--- config.mk ---
export PLATFORM = sky130hd
export DESIGN_NAME = pc_update_ctrl
export DESIGN_NICKNAME = d
export VERILOG_FILES = /design/src/rtl/pc_update_ctrl.sv
export SDC_FILE = /design/constraint.sdc
export NUM_CORES = 1
export LEC_CHECK = 0
export CAP_MARGIN = 20
export CORE_AREA = 2 2 47 49
export CTS_CLUSTER_DIAMETER = 100
export DETAILED_ROUTE_END_ITERATION = 8
export DIE_AREA = 0 0 49 51
export DONT_BUFFER_PORTS = 1
export GPL_TIMING_DRIVEN = 0
export PLACE_DENSITY = 0.61
export SYNTH_ARGS = -nofsm -noshare
export SYNTH_HDL_FRONTEND = slang
export SYNTH_SLANG_ARGS = --single-unit
--- constraint.sdc ---
create_clock -name clk -period 6.2 [get_ports clk]
set_clock_uncertainty 0.2 [all_clocks]
set_input_delay 0.62 -clock clk [delete_from_list [all_inputs] [get_ports clk]]
set_output_delay 0.62 -clock clk [all_outputs]
set_load 0.005 [all_outputs]
--- src/rtl/pc_update_ctrl.sv ---
// pc_update_ctrl
//
// Sequences PC updates for the multicycle datapath. One request per
// instruction arrives from the main control unit. The block evaluates branch
// conditions and runs the exception-entry sequence (EPC save, vector fetch,
// PC load). It is the sole driver of PCSource, PCWrite and EPCWrite.
//
// Handshake: a request transfers on a rising edge where req_valid=1 and
// req_ready=1. req_ready is high only while the sequencer is idle. The
// requester holds req_valid and its payload (req_kind, exc_cause) until the
// transfer edge. req_valid seen while req_ready=0 has no effect.
//
// Parameters
//   MEM_LAT    memory read latency in cycles (1..7)
// Ports
//   clk        system clock, rising edge
//   reset      synchronous, active-high
//   req_valid  request strobe
//   req_kind   0 SEQ, 1 BEQ, 2 BNE, 3 JUMP, 4 JR, 5 RTE, 6 EXC, 7 reserved
//   exc_cause  0 invalid opcode, 1 overflow, 2 divide-by-zero, 3 reserved
//   zero       ALU zero flag, used in the branch-evaluate cycle
//   req_ready  high while idle
//   done       one-cycle pulse when a request completes
//   PCSource   PC mux select (001 ALU, 010 EPC, 011 MDR, 100 ALUOut,
//              101 JumpAddress, 111 RegA)
//   PCWrite    PC load strobe
//   EPCWrite   EPC load strobe
//   MemRead    memory read strobe during vector fetch
//   ExcVecSel  vector address select during vector fetch
//   Cause      cause of the most recent exception
//   dbg_state  current FSM state
module pc_update_ctrl #(
  parameter int MEM_LAT = 2
) (
  input  logic       clk,
  input  logic       reset,
  input  logic       req_valid,
  input  logic [2:0] req_kind,
  input  logic [1:0] exc_cause,
  input  logic       zero,
  output logic       req_ready,
  output logic       done,
  output logic [2:0] PCSource,
  output logic       PCWrite,
  output logic       EPCWrite,
  output logic       MemRead,
  output logic [1:0] ExcVecSel,
  output logic [1:0] Cause,
  output logic [2:0] dbg_state
);

  typedef enum logic [2:0] {
    S_IDLE     = 3'd0,
    S_WRITE    = 3'd1,
    S_BR_EVAL  = 3'd2,
    S_EXC_SAVE = 3'd3,
    S_EXC_WAIT = 3'd4,
    S_EXC_LOAD = 3'd5
  } state_t;

  localparam logic [2:0] K_SEQ  = 3'd0;
  localparam logic [2:0] K_BEQ  = 3'd1;
  localparam logic [2:0] K_BNE  = 3'd2;
  localparam logic [2:0] K_JUMP = 3'd3;
  localparam logic [2:0] K_JR   = 3'd4;
  localparam logic [2:0] K_RTE  = 3'd5;
  localparam logic [2:0] K_EXC  = 3'd6;
  localparam logic [2:0] K_RSV  = 3'd7;

  localparam logic [2:0] SRC_ALU    = 3'b001;
  localparam logic [2:0] SRC_EPC    = 3'b010;
  localparam logic [2:0] SRC_MDR    = 3'b011;
  localparam logic [2:0] SRC_ALUOUT = 3'b100;
  localparam logic [2:0] SRC_JADDR  = 3'b101;
  localparam logic [2:0] SRC_REGA   = 3'b111;

  // The counter holds the number of MemRead cycles still to come after the
  // current one, so EXC_SAVE plus EXC_WAIT together span exactly MEM_LAT
  // cycles (EXC_WAIT is skipped entirely when MEM_LAT is 1).
  localparam logic [2:0] CNT_INIT = 3'(MEM_LAT - 1);

  state_t     state_q, state_d;
  logic [2:0] kind_q;
  logic [2:0] cnt_q;
  logic [1:0] cause_q;

  logic       accept;
  logic       is_exc_req;
  logic [1:0] eff_cause;
  logic       taken;
  logic [2:0] req_src;

  logic       ready_d, done_d, pcw_d, epcw_d, mr_d;
  logic [2:0] src_d;
  logic [1:0] vsel_d;

  assign accept     = (state_q == S_IDLE) && req_valid;
  assign is_exc_req = (req_kind == K_EXC) || (req_kind == K_RSV);

  // Reserved kind 7 is treated as an invalid-opcode exception; reserved
  // cause 3 also folds onto cause 0.
  assign eff_cause = ((req_kind == K_RSV) || (exc_cause == 2'd3)) ? 2'd0 : exc_cause;

  assign taken = (kind_q == K_BEQ) ? zero : ~zero;

  always_comb begin
    req_src = SRC_ALU;
    case (req_kind)
      K_JUMP:  req_src = SRC_JADDR;
      K_JR:    req_src = SRC_REGA;
      K_RTE:   req_src = SRC_EPC;
      default: req_src = SRC_ALU;
    endcase
  end

  // State register
  always_ff @(posedge clk) begin
    if (reset) begin
      state_q <= S_IDLE;
    end else begin
      state_q <= state_d;
    end
  end

  // Next-state logic
  always_comb begin
    state_d = state_q;
    case (state_q)
      S_IDLE: begin
        if (req_valid) begin
          case (req_kind)
            K_SEQ, K_JUMP, K_JR, K_RTE: state_d = S_WRITE;
            K_BEQ, K_BNE:               state_d = S_BR_EVAL;
            default:                    state_d = S_EXC_SAVE;
          endcase
        end
      end
      S_WRITE:    state_d = S_IDLE;
      S_BR_EVAL:  state_d = S_WRITE;
      S_EXC_SAVE: state_d = (cnt_q == 3'd0) ? S_EXC_LOAD : S_EXC_WAIT;
      S_EXC_WAIT: if (cnt_q == 3'd0) state_d = S_EXC_LOAD;
      S_EXC_LOAD: state_d = S_IDLE;
      default:    state_d = S_IDLE;
    endcase
  end

  // Request payload, wait counter and cause latch
  always_ff @(posedge clk) begin
    if (reset) begin
      kind_q  <= K_SEQ;
      cnt_q   <= 3'd0;
      cause_q <= 2'd0;
    end else begin
      if (accept) begin
        kind_q <= req_kind;
        cnt_q  <= CNT_INIT;
        if (is_exc_req) cause_q <= eff_cause;
      end else if (((state_q == S_EXC_SAVE) || (state_q == S_EXC_WAIT)) &&
                   (cnt_q != 3'd0)) begin
        cnt_q <= cnt_q - 3'd1;
      end
    end
  end

  // Output logic: decoded from the state being entered so that every output
  // comes straight from a flop in the cycle that state is active.
  always_comb begin
    ready_d = (state_d == S_IDLE);
    done_d  = 1'b0;
    pcw_d   = 1'b0;
    epcw_d  = 1'b0;
    mr_d    = 1'b0;
    src_d   = SRC_ALU;
    vsel_d  = 2'd0;
    case (state_d)
      S_WRITE: begin
        done_d = 1'b1;
        if (state_q == S_BR_EVAL) begin
          // Not-taken branch: PC already holds PC+4, so no write.
          pcw_d = taken;
          src_d = taken ? SRC_ALUOUT : SRC_ALU;
        end else begin
          pcw_d = 1'b1;
          src_d = req_src;
        end
      end
      S_EXC_SAVE: begin
        epcw_d = 1'b1;
        mr_d   = 1'b1;
        vsel_d = eff_cause;
      end
      S_EXC_WAIT: begin
        mr_d   = 1'b1;
        vsel_d = cause_q;
      end
      S_EXC_LOAD: begin
        pcw_d  = 1'b1;
        done_d = 1'b1;
        src_d  = SRC_MDR;
      end
      default: ;
    endcase
  end

  // Output register; reset drops any strobe that was about to be issued.
  always_ff @(posedge clk) begin
    if (reset) begin
      req_ready <= 1'b1;
      done      <= 1'b0;
      PCSource  <= SRC_ALU;
      PCWrite   <= 1'b0;
      EPCWrite  <= 1'b0;
      MemRead   <= 1'b0;
      ExcVecSel <= 2'd0;
    end else begin
      req_ready <= ready_d;
      done      <= done_d;
      PCSource  <= src_d;
      PCWrite   <= pcw_d;
      EPCWrite  <= epcw_d;
      MemRead   <= mr_d;
      ExcVecSel <= vsel_d;
    end
  end

  assign Cause     = cause_q;
  assign dbg_state = state_q;

endmodule

==> flow_summary_export.csv <==
group,metric,value,unit
sta,hold_violations,0,
floorplanning,start_util,46.0,%
clock_network,numCtsBuffers,3,
critical_path,worst-path-max-fanout,9,
sta,setup_viol,0,
cells_and_area,final_util,49.0,%
synth,synth_seq_cells,21,
synth,syn-num-nets,109,
status,outcome,"finished clean",
hold_path,hp-class,"primary input to register",
grt,first_global_vias,652,
cells_and_area,final_nets,114,
power_and_ir_drop,leakagePower,0.391,nW
synth,netlist.area_leader.share,44.3,%
critical_path,start_kind,"register",
synth,synth_edf_count,0,
synth,synth_cells,98,
sta,rsz0062_at_grt,"no",
grt,antenna_found_initial,0,
clock_network,post_cts_buffers,0,
synth,synth_ff_type,"dfxtp_1",
routing,drt-pass1-iter-count,4,
power_and_ir_drop,peakVddDrop,0.000153,V
synth,synth_area_per_cell,9.68,sq um
placed_design,place_ws,3.82,ns
synth,ys_seq_area_share,44.3,%
critical_path,cpPeakStageDelay,0.55,ns
clock_network,clk_pin_slew,0.12,ns
cells_and_area,drive_above_1_share,10.8,%
routing,antenna_left,0,
sta,finalMaxSlewViolations,0,
sta,tightest_slew,0.593,ns
synth,synth_top_cell_by_area,"dfxtp_1",
sta,holdWs,0.263,ns
synth,ys_types,37,
grt,grt_pass1_wl,2.76,mm
sta,tns,0,ns
placed_design,portBuffers,0,
placed_design,dp.cells,126,
clock_network,cts_root_buffer,"clkbuf_4",
cells_and_area,antennaDiodeCount,0,
placed_design,dpl_cell_area,983,sq um
routing,num_vias,691,
critical_path,crit_chain,"nor3b_4 -> o21ai_1 -> a221o_1 -> or4_1",
clock_network,clkLatencyLatePin,0.30,ns
synth,syn-cell-area,948,sq um
floorplanning,die_width,49,um
synth,ys_top_cells_by_area,"dfxtp_1 44%, mux2i_1 9.5%, nor2_1 3.6%",
flow_run,cap_viol_max_count,0,
cells_and_area,stdcell_area,0.00101,sq mm
floorplanning,rows,17,
critical_path,cpMaxStageDelayCell,"dfxtp_1",
critical_path,required,6.19,ns
placed_design,hpwlAfterDp,1.22,mm
sta,layout_setup_ws,4.03,ns
placed_design,gp_congestion,0.868,
cells_and_area,area_growth,6.60,%
routing,vias_per_cell,5.32,
floorplanning,die-height,51,um
power_and_ir_drop,cellPowerDensity,250,mW/mm^2
sta,slew_headroom,60.3,%
clock_network,cts_tree,"built",
critical_path,cp.arrival,2.17,ns
clock_network,clockBufferDepth,2,
grt,grt_max_degree,13,
sta,finalCritPeriodShare,35.0,%
synth,ys_async_sr_fraction,0,%
floorplanning,fp.dieArea,0.00250,sq mm
clock_network,cts.repair.resized,0,
floorplanning,coreArea,0.00206,sq mm
power_and_ir_drop,power,0.252,mW
grt,grt_usage,14.9,%
cells_and_area,stdcell_count,130,
sta,max_freq,460,MHz
routing,wirelength,1.66,mm
floorplanning,ios,24,
synth,yosysWarnings,0,
sta,fin_crit,2.17,ns
cells_and_area,num-fill-cells,206,
clock_network,cts.sinks,21,
routing,wl_per_cell,12.8,um
routing,first_iter_violations,5,
critical_path,critPathCaptureType,"register",
clock_network,htreeDepth,1,
grt,overflow,0,
routing,drc,0,
clock_network,hold_buffers,0,
critical_path,criticalPathCategory,"register to register",
-- cell type report --
cell class	count	area, sq um	area share, %
clock buffer	3	22.5	2.23
clock inverter	1	5.00	0.495
sequential	21	420	41.6
inverter	6	22.5	2.23
multi-input combinational	67	485	48.0
tap	28	35.0	3.47
buffer	4	20.0	1.98
-- path summary, 6_finish.rpt --
check                                  start           to  slack (ns)  depth (start not counted)
worst max register to register  dbg_state[2]  PCSource[0]        4.03                          4
worst max-delay path            dbg_state[2]  PCSource[0]        4.03                          4
worst min-delay path             req_kind[2]    kind_q[2]        0.26                          2
worst min register to register      cnt_q[0]     cnt_q[0]        0.28                          1
-- routing by layer --
metal	global-route usage, %	part of all wire (%)	up-vias	wire length, um
li1	-	-	350	-
met1	18.3	48	317	797
met2	23.3	45	20	744
met3	3.51	5.1	4	84
met4	10.0	2.0	0	33
met5	0	0	-	0
-- cells in the final DEF, fill, tap and decap left out, drive strengths merged, types with 2 or more instances in the layout --
master,synthesis,layout
dfxtp,21,21
nor2,9,9
mux2i,9,9
inv,6,6
clkbuf,2,5
nor2b,4,4
nand2,4,4
o21ai,4,4
a21oi,4,4
nor3b,4,4
nand2b,3,3
xnor2,2,2
and3,2,2
nand3,2,2
a2111oi,2,2
ha,2,2
buf,2,2
-- state kept, by name, summed over array words and instances, names as in the netlist --
signal     count
req_ready      1
ExcVecSel      2
EPCWrite       1
Cause          2
MemRead        1
dbg_state      3
kind_q         3
PCWrite        1
PCSource       3
cnt_q          3
done           1
-- cell usage after synthesis, types with 2 or more instances --
cell and count:
and3_1 2, dfxtp_1 21, o21ai_0 3, xnor2_1 2
a21oi_1 3, a2111oi_0 2, clkbuf_1 2, nor2b_1 4
inv_1 6, nand3_1 2, nand2_1 4, mux2i_1 9
nor2_1 9, nor3b_1 3, nand2b_1 3, ha_1 2
-- kinds of logic after synthesis --
kind of cell | Yosys count | share of synthesized area (%)
AOI/OAI and AO/OA | 17 | 12.1
xor gates and xnor gates | 3 | 2.77
adders and majority gates | 2 | 2.64
buffers and inverters | 10 | 4.49
DFF | 21 | 44.3
muxes | 9 | 9.50
and+or+nand+nor | 36 | 24.1
-- critical path, delay by kind of cell, from the launching register on --
family / cells / cell delay [ns]
simple gates: 2 / 0.81
compound gates: 2 / 0.50
flops: 1 / 0.55
-- where the power goes --
| group | switching (mW) | total [mW] | leakage, nW | internal (mW) |
|---|---|---|---|---|
| combinational | 0.0220 | 0.0397 | 0.202 | 0.0177 |
| sequential | 0.00463 | 0.147 | 0.171 | 0.143 |
| clock | 0.0413 | 0.0654 | 0.0177 | 0.0241 |
Power figures use the tool's default switching activity.
